[src/rtl/timer_input_ctrl.sv]
// timer_input_ctrl: synchronizes, debounces and decodes the timer's start/stop, clear and mode inputs
module timer_input_ctrl #(
  parameter int DEBOUNCE_CYCLES = 1000000
) (
  input  logic CLK_50MHz,
  input  logic rst_n,
  input  logic KeyStartStop,
  input  logic KeyClear,
  input  logic SwMode,
  output logic StartStop,
  output logic ModeSel,
  output logic ClearPulse,
  output logic ModeChangePulse
);
  localparam int CW = $clog2(DEBOUNCE_CYCLES);
  localparam logic [CW-1:0] LAST = CW'(DEBOUNCE_CYCLES - 1);
  // Bit order {SwMode, KeyClear, KeyStartStop}: keys idle high, switch idles low
  localparam logic [2:0] IDLE = 3'b011;
  logic [2:0] w_raw;
  logic [2:0] r_s1;
  logic [2:0] r_s2;
  logic [2:0] r_db;
  logic [2:0] r_db_d;
  logic [CW-1:0] r_cnt [3];
  logic w_ss_ev;
  logic w_clr_ev;
  logic w_mode_ev;
  assign w_raw = {SwMode, KeyClear, KeyStartStop};
  assign w_ss_ev = r_db_d[0] & ~r_db[0];
  assign w_clr_ev = r_db_d[1] & ~r_db[1];
  assign w_mode_ev = r_db_d[2] ^ r_db[2];
  // Two-flop synchronizers, then a per-input stability counter that accepts a change after DEBOUNCE_CYCLES differing cycles
  always_ff @(posedge CLK_50MHz) begin
    if (!rst_n) begin
      r_s1 <= IDLE;
      r_s2 <= IDLE;
      r_db <= IDLE;
      r_db_d <= IDLE;
      for (int i = 0; i < 3; i++) r_cnt[i] <= '0;
    end else begin
      r_s1 <= w_raw;
      r_s2 <= r_s1;
      r_db_d <= r_db;
      for (int i = 0; i < 3; i++) begin
        if (r_s2[i] == r_db[i]) r_cnt[i] <= '0;
        else if (r_cnt[i] == LAST) begin
          r_db[i] <= r_s2[i];
          r_cnt[i] <= '0;
        end else r_cnt[i] <= r_cnt[i] + CW'(1);
      end
    end
  end
  // Registered outputs: a mode change outranks clear, which outranks start/stop; losers in a cycle are dropped
  always_ff @(posedge CLK_50MHz) begin
    if (!rst_n) begin
      StartStop <= 1'b0;
      ModeSel <= 1'b0;
      ClearPulse <= 1'b0;
      ModeChangePulse <= 1'b0;
    end else begin
      ClearPulse <= w_mode_ev | w_clr_ev;
      ModeChangePulse <= w_mode_ev;
      if (w_mode_ev) ModeSel <= r_db[2];
      StartStop <= (w_mode_ev | w_clr_ev) ? 1'b0 : StartStop ^ w_ss_ev;
    end
  end
endmodule
[config.mk]
export PLATFORM = sky130hd
export DESIGN_NAME = timer_input_ctrl
export DESIGN_NICKNAME = d
export VERILOG_FILES = /design/src/rtl/timer_input_ctrl.sv
export SDC_FILE = /design/constraint.sdc
export NUM_CORES = 1
export LEC_CHECK = 0
export ABC_AREA = 1
export CAP_MARGIN = 20
export CELL_PAD_IN_SITES_DETAIL_PLACEMENT = 1
export CELL_PAD_IN_SITES_GLOBAL_PLACEMENT = 2
export CORE_UTILIZATION = 30
export CTS_BUF_LIST = sky130_fd_sc_hd__clkbuf_2 sky130_fd_sc_hd__clkbuf_4 sky130_fd_sc_hd__clkbuf_8
export DETAILED_ROUTE_END_ITERATION = 16
export DONT_BUFFER_PORTS = 1
export GPL_TIMING_DRIVEN = 0
export HOLD_SLACK_MARGIN = 0.08
export PLACE_DENSITY_LB_ADDON = 0.1
export SYNTH_ARGS = -nofsm -noshare
export SYNTH_HDL_FRONTEND = slang
export SYNTH_SLANG_ARGS = --single-unit
[constraint.sdc]
create_clock -name CLK_50MHz -period 1.94 [get_ports CLK_50MHz]
set_input_delay 0.388 -clock CLK_50MHz [delete_from_list [all_inputs] [get_ports CLK_50MHz]]
set_output_delay 0.388 -clock CLK_50MHz [all_outputs]
set_load 0.03 [all_outputs]
==> summary.txt <==
Critical path
  • CP Capture Type: register
  • Critical path class: register to register
  • Largest fanout on the critical path: 10
  • Cell with the largest stage delay on the worst path: sky130_fd_sc_hd__edfxtp_1
  • Chain of cells forming the critical path: ha_1, nand2_1, inv_1, nand2_2, nor2_2, nand3_2, nand2_4, buf_6, nor2_1
  • Crit-path leading delay family: simple AND/OR/NAND/NOR gates
  • WP data required: 2.06 ns
  • Arrival time at the worst endpoint: 1.90 ns
  • Sum of buffers and inverters on the critical path: 2
  • Element type at the critical path start: register
  • Slowest Stage Delay on Critical Path: approximately 0.41 ns

Die
  • Initial Utilization: 31.24%
  • Die Footprint: 14,490 µm²
  • Area of the core: roughly 13,000 µm²
  • Die H: 120.4 µm
  • Number of rows in the core area: 42
  • Top-Level Pins: 9
  • Overall die width: roughly 120 µm

Worst hold path
  • Worst min path class: primary input to register

GRT
  • Global-route usage over all layers: between 10 and 15%
  • Global-route wire length before repair: 16.11 mm
  • Total overflow reported by the global router: 0
  • Via count of the first global-routing pass: 3,379
  • Maximum number of pins on one net before global-route repair: 14
  • Initial antenna violation count: 0

Yosys
  • Number of enable-type register cells in the synthesized netlist: 60
  • Area leader, netlist: sky130_fd_sc_hd__edfxtp_1
  • Main flop type after synthesis: sky130_fd_sc_hd__edfxtp_1
  • Synth warn: 0
  • Unique masters post-synth: 29
  • Commonest cells in the netlist: sky130_fd_sc_hd__nand2_1 (128), sky130_fd_sc_hd__nor2_1 (120), sky130_fd_sc_hd__edfxtp_1 (60)
  • Leading cell type by number of instances after synthesis: sky130_fd_sc_hd__nand2_1
  • Flop and latch count out of synthesis: between 70 and 80
  • Sequential cell area fraction in the yosys report: slightly above 50%
  • Leading post-synthesis cells by cell area: sky130_fd_sc_hd__edfxtp_1 (43%), sky130_fd_sc_hd__nand2_1 (11%), sky130_fd_sc_hd__nor2_1 (11%)
  • Synthesized area: roughly 4200 µm²
  • Average cell area after synthesis: 8.067 µm²
  • Post-synthesis async set-or-reset flop share: 0%
  • Gate count of the mapped netlist: roughly 520
  • Share of the synthesized area in the top cell type: a little over two fifths

Clock network
  • Clock sink count: 76
  • Longest Clk Path Bufs: 2
  • Latest clock arrival within the worst-skew pair: 0.36 ns
  • Clock root buffer master: sky130_fd_sc_hd__clkbuf_8
  • Clock-pin slew of the registers on the worst-case setup and hold paths: 0.08 ns
  • Max H-tree Level: 3
  • Clock tree from TritonCTS: yes
  • Clock buffer count from CTS: 9
  • Count of hold-fix buffers inserted at cts: 0

Power and ir drop
  • Worst vdd ir: 0.0002171 V
  • Power per standard cell area: approximately 700 nW/µm²
  • Leakage: slightly below 2 nW

Cells and area
  • Ratio of cells with drive above 1 in the final layout: 9.917%
  • Diode insertion count for antenna repair: 0
  • Final Util: 36.83%
  • Area growth from synthesis to layout: 17.89%
  • Total number of nets in the final design: 608

Detailed routing
  • DRT antenna net count: 0
  • Total vias in the final route: 3,352
  • Vias per inst: ~4.3
  • Max layer used: met4
  • Post-Route M1 WL: about 4.5 mm
  • Number of detailed-routing iterations run before antenna repair: 4
  • Routed length per placed instance: 12.12 µm
  • Initial detailed-routing violation count: ~110
  • Amount of wire on met2 after detailed routing: 4.626 mm
  • Met3 wire length: between 150 and 200 µm
  • Total wire length after detailed routing: 9.465 mm
  • Number of remaining DRC errors: 0

STA
  • Final count of hold timing violations: 0
  • Setup repair after global routing missed its margin: no
  • Final min period: 1.776 ns
  • Setup TNS Final: 0 ns
  • Fmax: about 560 MHz
  • Post-route clock skew: 0.008233 ns
  • Final setup fails: 0
  • Period utilization: between 90% and 100%
  • Fin. max-slew vios: 0

Place
  • Detailed placer's ending HPWL: 7.258 mm
  • Weighted congestion reported at the end of routability-driven placement: 0.7771
  • I/O Buffers: 0

Outcome
  • Run status: finished, final reports clean

Job
  • Max Cap Viol: 0
## state kept, by name (all words and copies together), names as in the netlist
name,cells
r_db_d,3
ModeChangePulse,1
r_s2,3
r_cnt,60
r_s1,3
ClearPulse,1
r_db,3
StartStop,1
ModeSel,1
## power by group
| part | internal (mW) | total [mW] | switching, mW |
|---|---|---|---|
| logic | 0.0593 | 0.161 | 0.102 |
| clock network | 0.809 | 1.43 | 0.619 |
| registers | 1.81 | 1.88 | 0.0636 |
| total | 2.68 | 3.47 | 0.784 |
## kinds of logic after synthesis
logic type / Yosys count / share of synthesized area (%)
other cells: 1 / 0.08923
flops: 76 / 50.49
xor+xnor: 28 / 5.835
simple gates: 319 / 32.57
compound gates: 34 / 4.257
buf+inv: 60 / 5.865
fa+ha+maj: 3 / 0.8932
## placed cells by master (no fill, tap or decap), drive strengths merged
cell type,count
a21oi,23
buf,13
bufinv,2
clkbuf,13
clkinv,1
conb,60
dfxtp,16
edfxtp,60
ha,3
inv,56
nand2,133
nand3,34
nand3b,1
nand4,9
nor2,129
nor3,4
o21a,1
o21ai,9
o21bai,1
or2,9
xnor2,14
xor2,14
## metrics by stage
stage               power [mW]  std cells  hold slack, ns  cell area [µm²]  setup slack [ns]
floorplan                2.019        580          0.3905             4424            0.3861
global placement         2.063        756          0.3987             4644           0.01939
detailed placement       2.067        756          0.4055             4644          0.007526
CTS                      3.530        772          0.1081             4877           0.01336
global route             3.634        781         0.09679             4955           0.02558
finish                   3.466        781          0.1323             4955            0.1641
## worst paths after layout
path,startpoint,depth (start not counted),slack (ns),end
setup / recovery,r_cnt[0][1],9,0.16,r_cnt[0][16]
hold / removal,SwMode,2,0.13,r_s1[2]
setup reg to reg,r_cnt[0][1],9,0.16,r_cnt[0][16]
hold reg to reg,r_s1[1],1,0.42,r_s2[1]
## cell type report
cell class	count	area, µm²
Tap cell	176	220.2
Fill cell	1712	8498
Multi-Input combinational cell	444	2063
Clock inverter	4	71.32
Timing Repair Buffer	9	67.56
Inverter	55	206.4
Buffer	5	45.04
Clock buffer	12	158.9
Sequential cell	76	2122
## metal layers
metal,vias to the layer above,track usage (%)
met5,-,0
met4,0,5.864
met3,9,3.349
met2,13,25.11
met1,1563,17.08
li1,1767,-
## timing repair
action | in CTS | in global routing
setup endpoints to repair | 2 | 32
pin swaps | 0 | 2
gates resized for setup | 1 | 3
buffers inserted | 0 | 9
No activity file was read; power rests on OpenSTA's default activity.
